==> config.mk <==
export PLATFORM = sky130hd
export DESIGN_NAME = uart_tx_queue_flat
export DESIGN_NICKNAME = d
export VERILOG_FILES = /design/src/rtl/uart_pkg.sv /design/src/rtl/uart_tx_queue_if.sv /design/src/rtl/sync_fifo.sv /design/src/rtl/uart_tx_queue.sv /design/src/flat_wrapper.sv
export SDC_FILE = /design/constraint.sdc
export NUM_CORES = 1
export LEC_CHECK = 0
export ABC_AREA = 1
export CORE_ASPECT_RATIO = 1.1
export CORE_MARGIN = 2
export CORE_UTILIZATION = 37
export DETAILED_ROUTE_END_ITERATION = 6
export SYNTH_ARGS = -nofsm -noshare
export SYNTH_HDL_FRONTEND = slang
export SYNTH_SLANG_ARGS = --single-unit
==> constraint.sdc <==
create_clock -name sysclk -period 2.1 [get_ports sysclk]
set_input_delay 0.315 -clock sysclk [delete_from_list [all_inputs] [get_ports sysclk]]
set_output_delay 0.315 -clock sysclk [all_outputs]
set_load 0.02 [all_outputs]
==> src/rtl/uart_pkg.sv <==
// Shared definitions for the UART transmit queue: launch FSM encoding and default sizing.
package uart_pkg;

    typedef enum logic [1:0] {
        StIdle     = 2'd0,
        StLaunch   = 2'd1,
        StWaitBusy = 2'd2,
        StWaitDone = 2'd3
    } txq_state_e;

    localparam int unsigned AddrWDefault       = 4;
    localparam int unsigned BusyTimeoutDefault = 16;

endpackage

==> src/rtl/uart_tx_queue_if.sv <==
// CPU write port and transmitter handshake of the UART transmit queue.
// Carries the statistics counters when UART_TXQ_STATS_EN is defined.
interface uart_tx_queue_if #(
    parameter int unsigned ADDR_W = 4
);
    logic            wr_en;
    logic [7:0]      wr_data;
    logic            clr_ovf;
    logic            tx_status;
    logic            tx_en;
    logic [7:0]      tx_data;
    logic            full;
    logic            empty;
    logic [ADDR_W:0] level;
    logic            overflow;
`ifdef UART_TXQ_STATS_EN
    logic [15:0]     sent_cnt;
    logic [15:0]     drop_cnt;

    modport master (
        output wr_en, wr_data, clr_ovf, tx_status,
        input  tx_en, tx_data, full, empty, level, overflow, sent_cnt, drop_cnt
    );
    modport slave (
        input  wr_en, wr_data, clr_ovf, tx_status,
        output tx_en, tx_data, full, empty, level, overflow, sent_cnt, drop_cnt
    );
`else
    modport master (
        output wr_en, wr_data, clr_ovf, tx_status,
        input  tx_en, tx_data, full, empty, level, overflow
    );
    modport slave (
        input  wr_en, wr_data, clr_ovf, tx_status,
        output tx_en, tx_data, full, empty, level, overflow
    );
`endif
endinterface

==> src/rtl/sync_fifo.sv <==
// Synchronous FIFO with registered level/full/empty and a combinational head read.
module sync_fifo #(
    parameter int unsigned Width  = 8,
    parameter int unsigned ADDR_W = 4
) (
    input  logic             clk_i,
    input  logic             rst_i,
    input  logic             push_i,
    input  logic             pop_i,
    input  logic [Width-1:0] din_i,
    output logic [Width-1:0] dout_o,
    output logic             full_o,
    output logic             empty_o,
    output logic [ADDR_W:0]  level_o
);

    localparam int unsigned Depth = 1 << ADDR_W;

    logic [Width-1:0]  mem_q [Depth];
    logic [ADDR_W-1:0] wr_ptr_q, rd_ptr_q;
    logic [ADDR_W:0]   level_q, level_d;
    logic              full_q, empty_q;

    // Caller guarantees push only when room exists (or a pop frees it) and pop only when non-empty.
    always_comb begin
        level_d = level_q;
        if (push_i && !pop_i) begin
            level_d = level_q + (ADDR_W + 1)'(1);
        end else if (!push_i && pop_i) begin
            level_d = level_q - (ADDR_W + 1)'(1);
        end
    end

    always_ff @(posedge clk_i) begin
        if (rst_i) begin
            wr_ptr_q <= '0;
            rd_ptr_q <= '0;
            level_q  <= '0;
            full_q   <= 1'b0;
            empty_q  <= 1'b1;
        end else begin
            if (push_i) wr_ptr_q <= wr_ptr_q + ADDR_W'(1);
            if (pop_i)  rd_ptr_q <= rd_ptr_q + ADDR_W'(1);
            level_q <= level_d;
            full_q  <= (level_d == (ADDR_W + 1)'(Depth));
            empty_q <= (level_d == '0);
        end
    end

    always_ff @(posedge clk_i) begin
        if (push_i) mem_q[wr_ptr_q] <= din_i;
    end

    assign dout_o  = mem_q[rd_ptr_q];
    assign full_o  = full_q;
    assign empty_o = empty_q;
    assign level_o = level_q;

endmodule

==> src/rtl/uart_tx_queue.sv <==
// Byte queue feeding a UART transmitter one byte per tx_en strobe, paced by tx_status.
// Define UART_TXQ_STATS_EN to add saturating sent/dropped byte counters.
module uart_tx_queue
    import uart_pkg::*;
#(
    parameter int unsigned ADDR_W       = AddrWDefault,
    parameter int unsigned BUSY_TIMEOUT = BusyTimeoutDefault
) (
    input logic            sysclk,
    input logic            reset,
    uart_tx_queue_if.slave bus
);

    localparam int unsigned TmoW = (BUSY_TIMEOUT > 1) ? $clog2(BUSY_TIMEOUT) : 1;

    txq_state_e      state_q;
    logic            tx_en_q;
    logic [7:0]      tx_data_q;
    logic [TmoW-1:0] tmo_q;
    logic            ovf_q;

    logic            pop;
    logic            wr_accept;
    logic            wr_reject;
    logic [7:0]      fifo_dout;
    logic            fifo_full;
    logic            fifo_empty;
    logic [ADDR_W:0] fifo_level;

    assign pop       = (state_q == StLaunch);
    assign wr_accept = bus.wr_en && (!fifo_full || pop);
    assign wr_reject = bus.wr_en && !wr_accept;

    sync_fifo #(
        .Width  (8),
        .ADDR_W (ADDR_W)
    ) u_fifo (
        .clk_i   (sysclk),
        .rst_i   (reset),
        .push_i  (wr_accept),
        .pop_i   (pop),
        .din_i   (bus.wr_data),
        .dout_o  (fifo_dout),
        .full_o  (fifo_full),
        .empty_o (fifo_empty),
        .level_o (fifo_level)
    );

    always_ff @(posedge sysclk) begin
        if (reset) begin
            state_q   <= StIdle;
            tx_en_q   <= 1'b0;
            tx_data_q <= 8'h00;
            tmo_q     <= '0;
            ovf_q     <= 1'b0;
        end else begin
            tx_en_q <= 1'b0;
            unique case (state_q)
                StIdle: begin
                    // tx_en/tx_data are loaded on entry so they are valid during LAUNCH.
                    if (!fifo_empty && bus.tx_status) begin
                        state_q   <= StLaunch;
                        tx_en_q   <= 1'b1;
                        tx_data_q <= fifo_dout;
                    end
                end
                StLaunch: begin
                    tmo_q   <= '0;
                    state_q <= StWaitBusy;
                end
                StWaitBusy: begin
                    if (!bus.tx_status) begin
                        state_q <= StWaitDone;
                    end else if (tmo_q == TmoW'(BUSY_TIMEOUT - 1)) begin
                        state_q <= StIdle;
                    end else begin
                        tmo_q <= tmo_q + TmoW'(1);
                    end
                end
                StWaitDone: begin
                    if (bus.tx_status) state_q <= StIdle;
                end
            endcase

            if (wr_reject) begin
                ovf_q <= 1'b1;
            end else if (bus.clr_ovf) begin
                ovf_q <= 1'b0;
            end
        end
    end

    assign bus.tx_en    = tx_en_q;
    assign bus.tx_data  = tx_data_q;
    assign bus.full     = fifo_full;
    assign bus.empty    = fifo_empty;
    assign bus.level    = fifo_level;
    assign bus.overflow = ovf_q;

`ifdef UART_TXQ_STATS_EN
    logic [15:0] sent_cnt_q;
    logic [15:0] drop_cnt_q;

    always_ff @(posedge sysclk) begin
        if (reset) begin
            sent_cnt_q <= 16'h0000;
            drop_cnt_q <= 16'h0000;
        end else begin
            if (pop && (sent_cnt_q != 16'hFFFF))       sent_cnt_q <= sent_cnt_q + 16'd1;
            if (wr_reject && (drop_cnt_q != 16'hFFFF)) drop_cnt_q <= drop_cnt_q + 16'd1;
        end
    end

    assign bus.sent_cnt = sent_cnt_q;
    assign bus.drop_cnt = drop_cnt_q;
`endif

endmodule

==> src/flat_wrapper.sv <==
// flat-port wrapper written by rule: the top's interface ports become plain ports
module uart_tx_queue_flat import uart_pkg::*;
#(
    parameter int unsigned ADDR_W       = AddrWDefault,
    parameter int unsigned BUSY_TIMEOUT = BusyTimeoutDefault
)
  (sysclk, reset, bus_wr_en, bus_wr_data, bus_clr_ovf, bus_tx_status, bus_tx_en, bus_tx_data, bus_full, bus_empty, bus_level, bus_overflow);
  uart_tx_queue_if #(.ADDR_W(ADDR_W)) bus_i ();
  input logic sysclk;
  input logic reset;
  input wire logic [$bits(bus_i.wr_en)-1:0] bus_wr_en;
  input wire logic [$bits(bus_i.wr_data)-1:0] bus_wr_data;
  input wire logic [$bits(bus_i.clr_ovf)-1:0] bus_clr_ovf;
  input wire logic [$bits(bus_i.tx_status)-1:0] bus_tx_status;
  output wire logic [$bits(bus_i.tx_en)-1:0] bus_tx_en;
  output wire logic [$bits(bus_i.tx_data)-1:0] bus_tx_data;
  output wire logic [$bits(bus_i.full)-1:0] bus_full;
  output wire logic [$bits(bus_i.empty)-1:0] bus_empty;
  output wire logic [$bits(bus_i.level)-1:0] bus_level;
  output wire logic [$bits(bus_i.overflow)-1:0] bus_overflow;
  assign bus_i.wr_en = bus_wr_en;
  assign bus_i.wr_data = bus_wr_data;
  assign bus_i.clr_ovf = bus_clr_ovf;
  assign bus_i.tx_status = bus_tx_status;
  assign bus_tx_en = bus_i.tx_en;
  assign bus_tx_data = bus_i.tx_data;
  assign bus_full = bus_i.full;
  assign bus_empty = bus_i.empty;
  assign bus_level = bus_i.level;
  assign bus_overflow = bus_i.overflow;
  uart_tx_queue #(.ADDR_W(ADDR_W), .BUSY_TIMEOUT(BUSY_TIMEOUT)) u_core (.sysclk(sysclk), .reset(reset), .bus(bus_i));
endmodule
# Word level (Yosys, flattened, before mapping)
# Memory sizes are Yosys's and may differ from the RTL's. A register that Yosys moved wholly into a read port is not among the register bits.
# Cells that the tools add are included.
totals:
  reg_bits: 23
  ram_bits: 128
  word_cells: 59
  n_memories: 1
op_classes:
  n_addsub: 5
  eq_ne: 10
  n_mux: 15
  bitwise_logic: 1
  reduce_logical: 18
mem_list:
  columns: ["memory", "depth", "word_bits", "read_ports", "rd_clocked_by_memory_dff", "wr", "line_no", "source"]
  rows:
  - ["u_core.u_fifo.mem_q", 16, 8, 1, 1, 1, "sync_fifo.sv:19", "logic [Width-1:0] mem_q [Depth];"]
op_table:
  columns: ["op", "count"]
  rows:
  - ["4-bit by 1-bit adder with 4-bit output (second input constant)", 3]
  - ["5-bit 2-to-1 mux", 2]
  - ["2-bit 2-to-1 mux", 4]
  - ["4-bit 2-to-1 mux", 2]
  - ["2-bit case mux with 4 select lines", 1]
  - ["4-bit case mux with 2 select lines", 1]
  - ["2-bit != test (second input constant)", 3]
  - ["3-bit AND reduction", 2]
  - ["5-bit by 1-bit adder with 5-bit output (second input constant)", 1]
  - ["5-bit equality test (second input constant)", 1]
  - ["1-bit logical AND", 5]
  - ["5-bit zero test", 1]
  - ["1-bit 2-to-1 mux", 5]
  - ["5-bit by 1-bit subtractor with 5-bit output (second input constant)", 1]
  - ["2-bit equality test (second input constant)", 2]
  - ["4-bit equality test (second input constant)", 1]
  - ["1-bit zero test", 4]
  - ["2-bit nonzero test", 2]
  - ["3-bit by 2-bit != test with 1-bit output (second input constant)", 1]
  - ["2-bit by 1-bit equality test with 1-bit output (second input constant)", 1]
  - ["2-bit zero test", 1]
  - ["2-bit by 1-bit != test with 1-bit output (second input constant)", 1]
  - ["2-bit AND reduction", 1]
  - ["2-bit OR reduction", 1]
  - ["other kinds (2)", 2]

# Logic depth before layout (Yosys ltp)
# Gate-level depths: netlist of the first run.
depth:
  depth_word: 8
  depth_mapped: 12
  ltp_nobuf: 12

# Modules after synthesis
# A second synthesis of the first run with hierarchy kept.
hier_totals:
  cells_unflattened: 634
  area_unflattened_um2: 6941.7
modules_own_cells:
  columns: ["mod", "instances", "cells_per_inst", "area_per_inst_um2"]
  rows:
  - ["sync_fifo", 1, 540, 6229.7]
  - ["uart_tx_queue", 1, 94, 711.9]

# Worst setup path after synthesis of the first run
# OpenSTA, ideal clock, no wires.
synth_path:
  path_type: "reg2reg"
  start: "reg u_core.state_q[0]"
  end: "mem u_core.u_fifo.mem_q[11][0], enable pin"
  setup_time_ps: 370
  t_arrival_ps: 1334
  required_ps: 1730
  path_slack_ps: 396
  path_stages_with_launch: 6
  path_cell_list: "dfxtp_1 nand2_2 buf_6 a21oi_4 nand2_1 nor2_1"
synth_between:
  elab_chain_cells: 5
synth_lines:
  columns: ["element", "line_no", "source"]
  rows:
  - ["start, declared", "uart_tx_queue.sv:16", "txq_state_e state_q;"]
  - ["start signal, assigned", "uart_tx_queue.sv:51", "state_q <= StIdle;"]
  - ["start signal, assigned", "uart_tx_queue.sv:62", "state_q <= StLaunch;"]
  - ["start signal, assigned", "uart_tx_queue.sv:69", "state_q <= StWaitBusy;"]
  - ["2-bit by 1-bit equality test with 1-bit output", "uart_tx_queue.sv:30", "assign pop = (state_q == StLaunch);"]
  - ["1-bit logical OR", "uart_tx_queue.sv:31", "assign wr_accept = bus.wr_en && (!fifo_full || pop);"]
  - ["1-bit logical AND", "uart_tx_queue.sv:31", null]
  - ["1-bit 2-to-1 mux", "sync_fifo.sv:51", "if (push_i) mem_q[wr_ptr_q] <= din_i;"]
  - ["1-bit 2-to-1 mux (not written as such)", "sync_fifo.sv:51", null]
  - ["end, declared", "sync_fifo.sv:19", null]
# No other way between the ends.

# Final worst setup path of the first run
layout_path:
  start: "reg u_core.u_fifo.level_q[2] (netlist: u_core.u_fifo.level_o[2])"
  end: "out bus_level[2]"
layout_lines:
  columns: ["element", "line_no", "source"]
  rows:
  - ["start, declared", "sync_fifo.sv:21", "logic [ADDR_W:0] level_q, level_d;"]
  - ["start signal, assigned", "sync_fifo.sv:44", "level_q <= level_d;"]
  - ["end, declared", "flat_wrapper.sv:19", "output wire logic [$bits(bus_i.level)-1:0] bus_level;"]
# No word-level cell between the ends.

==> flow_summary.ini, run 1 <==
[synthesis]
ys_types = 34
post-synth-top-count-cell = nor2_1
synth_area_leader_cell = edfxtp_1
synthArstFlopShare_pct = 0
syn_area_um2 = 6753
synth_top_flop_cell = edfxtp_1
netlist.area_leader.share_pct = 56.92
syn_nets = 675
synth_area_leaders = edfxtp_1 57%, dfxtp_1 9.2%, nor2_1 8.6%
yosys-top-cells-count = 154 x nor2_1, 128 x edfxtp_1, 93 x nand2_1
ys_seq_area_share_pct = 66.11
synth-seq-cells = 159
synth_cells = 654
synth_edf_count = 128
ys.warnings.count = 0
synth_area_per_cell_um2 = 10.33

[critical_path]
r2r-start = u_core.u_fifo.rd_ptr_q[0]
arrival_ns = 1.53
startpoint_type = flop
cp_slowest_cell = clkdlybuf4s50_1
r2r_slack_ns = 0.31
critPathMaxStageDelay_ns = 0.65
cp_num_buf_inv = 1
worstSetupPathType = reg2out
critPathCaptureType = output port
reg2regPathDepth = 8
crit_family = buffers and inverters
worstPathCellList = clkdlybuf4s50_1
cp_max_fo = 7
timing.rr.end = u_core.bus.tx_data[2]
cp.required_ns = 1.78

[floorplanning]
fp.dieW_um = 132.8
dieArea_um2 = 19350
io_pins = 30
core_um2 = 17800
initial_core_util_pct = 37.93
rows = 51
die_h_um = 145.7

[placement]
hpwl_mm = 10.41
port_buffers = 29
globalplace.congestion = 0.8864
dp_cells = 924

[sta]
final.setup.tns_ns = 0
period_minus_slack_ns = 1.842
whs_ns = 0.4823
max_freq_mhz = 542.9
clock_skew_ns = 0.007166
maxSlewHeadroom_pct = 52.11
rsz0062_at_grt = false
worst_pin_slew_ns = 0.7173
min_period_over_period_pct = 87.71
setup_viol = 0
drv_slew = 0
hold_viol = 0

[clock_tree]
cts.clk_slew.worst_paths_ns = 0.06
clk-insertion-delay-late_ns = 0.42
postCtsSetupRepairBufs = 0
cts_resized = 0
tritoncts = yes
cts_inserted_buffers = 17
numClockSinks = 159
cts_root_buffer = clkbuf_16
cts_buffer_depth = 2
ctsHoldBuffers = 0
htreeDepth = 4

[worst_hold_path]
min_to = u_core.bus.overflow
min_path_cells = 2
min_path_type = reg2reg
hp-start = u_core.bus.overflow

[finish]
layout.nets = 726
fin_cells = 956
syn_to_final_growth_pct = 19.07
area.sequential_um2 = 4466
multiInputGateArea_um2 = 1987
layout-drive-gt1-share_pct = 11.28
diodes = 0
final_util_pct = 45.16
fill_cells = 1644

[power_and_ir_drop]
internal_power_uw = 6336
clkPwrFrac_pct = 33.3
swShare_pct = 32.23
combPwrFrac_pct = 26.7
p_leak_uw = 0.002966
power_uw = 9349
p_sw_uw = 3013
irDropWorstVdd_mv = 0.5782
power.density_nw_per_um2 = 1163
seqPwrFrac_pct = 40.0

[run_status]
status = completed

[drt]
drtPass1Iterations = 7
drt_wl_total_mm = 15.70
drt_iter0_drc = 408
wire_per_inst_um = 16.42
num_vias = 4798
post-route-drc-count = 0
drtAntennaViolNets = 0
post_drt_via_cell_ratio = 5.019

[global_route]
grt_pass1_vias = 4639
grtUsageTotal_pct = 16.64
gr-total-overflow = 0
grt_max_degree = 67
antenna_found_initial = 0
grt_pass1_wl_mm = 24.33

[run]
maxCapViolations = 0
## flip-flops by register name (all words and copies together), names as in the netlist
| register | flops |
|---|---|
| u_core.tmo_q | 4 |
| u_core.u_fifo.wr_ptr_q | 4 |
| u_core.bus.tx_data | 8 |
| u_core.state_q | 2 |
| u_core.bus.overflow | 1 |
| u_core.u_fifo.mem_q | 128 |
| u_core.u_fifo.full_o | 1 |
| u_core.u_fifo.level_o | 5 |
| u_core.u_fifo.empty_o | 1 |
| u_core.u_fifo.rd_ptr_q | 4 |
| u_core.bus.tx_en | 1 |
## worst max-delay path by stage
stage / startpoint / end / cells past startpoint
after detailed placement: bus_wr_en / u_core.u_fifo.mem_q[12][3] / 6
after floorplan: u_core.state_q[0] / u_core.u_fifo.mem_q[11][0] / 5
after CTS: u_core.u_fifo.full_o / bus_full / 1
final: u_core.u_fifo.level_o[2] / bus_level[2] / 1
after global routing: u_core.u_fifo.rd_ptr_q[0] / u_core.bus.tx_data[2] / 8
after global placement: bus_wr_en / u_core.u_fifo.mem_q[12][3] / 6
## worst register-to-register path, stage by stage (launching register included)
cell and delay (ns):
dfxtp_2 0.34, inv_2 0.51, buf_4 0.34, o21ai_0 0.15, nand3_1 0.10, nand3_1 0.11, nand3_1 0.10, nand2_1 0.05
inv_1 0.04
## cell type report
class,instances,area share (%)
Clock inverter,13,2.007
Inverter,38,1.774
Tap cell,238,3.704
Timing Repair Buffer,61,6.754
Clock buffer,19,5.509
Multi-Input combinational cell,428,24.71
Sequential cell,159,55.54
## per-layer routing
metal	up-vias	routed length (µm)	track usage, %
met4	0	405	7.796
li1	2323	-	-
met5	-	0	0
met2	165	7858	28.47
met3	29	726	2.995
met1	2281	6707	20.37
## logic make-up (layout without fill, tap and decap cells)
kind of cell    count (synthesis)  after routing  synth area share, %
fa+ha+maj                       8              8                1.482
buf+inv                        67            131                4.465
compound gates                 80             80                6.152
xor+xnor                        3              3               0.3892
simple gates                  337            337                21.40
flops                         159            159                66.11
## cell usage in the layout (no fill, tap or decap), types with 8 or more instances in the layout
master / count
a21oi_1: 15
buf_4: 31
clkbuf_16: 17
clkdlybuf4s50_1: 29
dfxtp_1: 30
edfxtp_1: 128
ha_1: 8
inv_1: 31
nand2_1: 93
nand3_1: 70
nor2_1: 154
o21ai_0: 44
o21ai_1: 18
## power groups by stage
stage	Sequential, µW	Clock [µW]	Combinational (µW)
final	3740	3110	2500
after global routing	3770	3280	2790
after CTS	3740	3150	2500
after detailed placement	3810	0	2490
after global placement	3800	0	2450
after floorplan	3880	0	1680
## metrics by stage
step                      setup slack, ns  instance area (µm²)
after floorplan                    0.3956                 6753
after global placement             0.1229                 7436
after detailed placement           0.1135                 7436
after CTS                          0.2277                 8040
after global routing               0.1289                 8040
final                              0.2580                 8040
Power figures use the tool's default switching activity.
==> inputs of run 2 (changes only) <==
==> constraint.sdc (replaced) <==
create_clock -name sysclk -period 1.7 [get_ports sysclk]
set_input_delay 0.255 -clock sysclk [delete_from_list [all_inputs] [get_ports sysclk]]
set_output_delay 0.255 -clock sysclk [all_outputs]
set_load 0.02 [all_outputs]
==> flow_summary.ini, run 2 (synthesized netlist as in run 1, its figures left out) <==
[run_status]
status = completed

[worst_hold_path]
min_path_type = reg2reg

[sta]
setup_viol = 0
period_minus_slack_ns = 1.651
rsz0062_at_grt = true
whs_ns = 0.4700
hold_viol = 0
drv_slew = 0
worst_pin_slew_ns = 0.4616
max_freq_mhz = 605.8
min_period_over_period_pct = 97.10
clock_skew_ns = 0.01008
maxSlewHeadroom_pct = 69.18

[placement]
hpwl_mm = 10.64
port_buffers = 29
globalplace.congestion = 0.8957
placedInstanceArea_um2 = 7571
dp_cells = 937

[floorplanning]
core_um2 = 17800
die_h_um = 145.7
fp.dieW_um = 132.8
io_pins = 30
dieArea_um2 = 19350
rows = 51
initial_core_util_pct = 37.93

[finish]
final_common_cell = nor2_1
fin_cells = 969
layout.nets = 739
syn_to_final_growth_pct = 20.29
largest_register_ffs = 128
layout-drive-gt1-share_pct = 12.45
fin_area_um2 = 8123
diodes = 0
final_util_pct = 45.63
fill_cells = 1618
regMostFlops = u_core.u_fifo.mem_q
final_cell_mix = 154 x nor2_1, 128 x edfxtp_1, 92 x nand2_1

[clock_tree]
clk-insertion-delay-late_ns = 0.43
cts_inserted_buffers = 17
postCtsSetupRepairBufs = 0
numClockSinks = 159
cts.clk_slew.worst_paths_ns = 0.06
cts_buffer_depth = 2
htreeDepth = 4
tritoncts = yes
cts_root_buffer = clkbuf_16

[drt]
post-route-drc-count = 0
drtAntennaViolNets = 0
drt_wl_total_mm = 16.00
wire_per_inst_um = 16.51
post_drt_via_cell_ratio = 4.946
drt_iter0_drc = 298
num_vias = 4793
drtPass1Iterations = 6

[power_and_ir_drop]
clkPwrFrac_pct = 30.7
internal_power_uw = 7647
combPwrFrac_pct = 28.6
power.density_nw_per_um2 = 1397
p_leak_uw = 0.003062
p_sw_uw = 3697
irDropWorstVdd_mv = 0.7677
power_uw = 11340
seqPwrFrac_pct = 40.7
swShare_pct = 32.59

[critical_path]
cp.required_ns = 1.44
cp_num_buf_inv = 1
cp_max_fo = 2
startpoint_type = flop
worstPathCellList = clkdlybuf4s50_1
arrival_ns = 1.40
crit_family = buffers and inverters
cp_slowest_cell = clkdlybuf4s50_1
critPathMaxStageDelay_ns = 0.61
worstSetupPathType = reg2out
critPathCaptureType = output port

[run]
maxCapViolations = 0

[global_route]
grt_max_degree = 36
grt_pass1_wl_mm = 24.57
antenna_found_initial = 0
gr-total-overflow = 0
grtUsageTotal_pct = 16.92
grt_pass1_vias = 4721
==> run 2: cell types whose count changed in the layout (fill, tap and decap cells not counted), sizes merged <==
| cell | delta |
|---|---|
| bufinv | -3 |
| clkinv | -3 |
| clkbuf | +9 |
| buf | +13 |
| dlygate4sd2 | +5 |
| clkinvlp | -3 |
| clkdlybuf4s50 | -6 |
| dlymetal6s2s | +1 |
==> run 2: what timing repair did <==
| item | in CTS | in global routing |
|---|---|---|
| endpoints found under the hold margin | 0 | 0 |
| hold buffers | 0 | 0 |
| setup endpoints to repair | 5 | 19 |
| cloned | 0 | 0 |
| resized for setup | 5 | 6 |
==> run 2: area by class of cell <==
cell class,instances,area [µm²],area share (%)
Tap cell,238,297.8,3.666
Clock buffer,28,516.7,6.362
Clock inverter,4,25.02,0.3081
Timing Repair Buffer,74,685.7,8.441
Multi-Input combinational cell,428,1989,24.49
Inverter,38,142.6,1.756
Sequential cell,159,4466,54.98
==> run 2: worst reg2reg max path, stage by stage, from the launching register on <==
cell     delay, ns
dfxtp_2       0.39
inv_2         0.13
buf_6         0.20
o21ai_0       0.28
nand3_1       0.15
nand3_1       0.16
nand3_1       0.12
nand2_1       0.07
inv_1         0.03
==> run 2: per-stage QoR <==
stage | TNS (ns) | setup slack [ns]
2_1_floorplan | -0.1396 | -0.004363
3_3_place_gp | -20.99 | -0.2294
3_5_place_dp | -23.00 | -0.2624
4_1_cts | 0 | 0.01958
5_1_grt | -0.02076 | -0.02076
6_report | 0 | 0.04936
==> run 2: power by group through the flow <==
stage                     Sequential, µW  Combinational (µW)  Clock [µW]
after floorplan                     4790                2070           0
after global placement              4680                3190           0
after detailed placement            4700                3220           0
after CTS                           4610                3220        3530
after global routing                4640                3610        3660
final                               4620                3240        3490
==> run 2: worst paths after layout <==
check | startpoint | depth (start not counted) | slack [ns] | end
setup / recovery | u_core.bus.tx_data[4] | 1 | 0.05 | bus_tx_data[4]
hold / removal | u_core.bus.overflow | 2 | 0.47 | u_core.bus.overflow
setup reg to reg | u_core.u_fifo.rd_ptr_q[0] | 8 | 0.07 | u_core.bus.tx_data[7]
hold reg to reg | u_core.bus.overflow | 2 | 0.47 | u_core.bus.overflow
==> run 2: per-layer routing <==
layer | global-route usage [%] | wire (µm)
met1 | 20.44 | 6652
met3 | 3.483 | 884
met5 | 0 | 0
met2 | 28.63 | 7900
met4 | 8.656 | 559
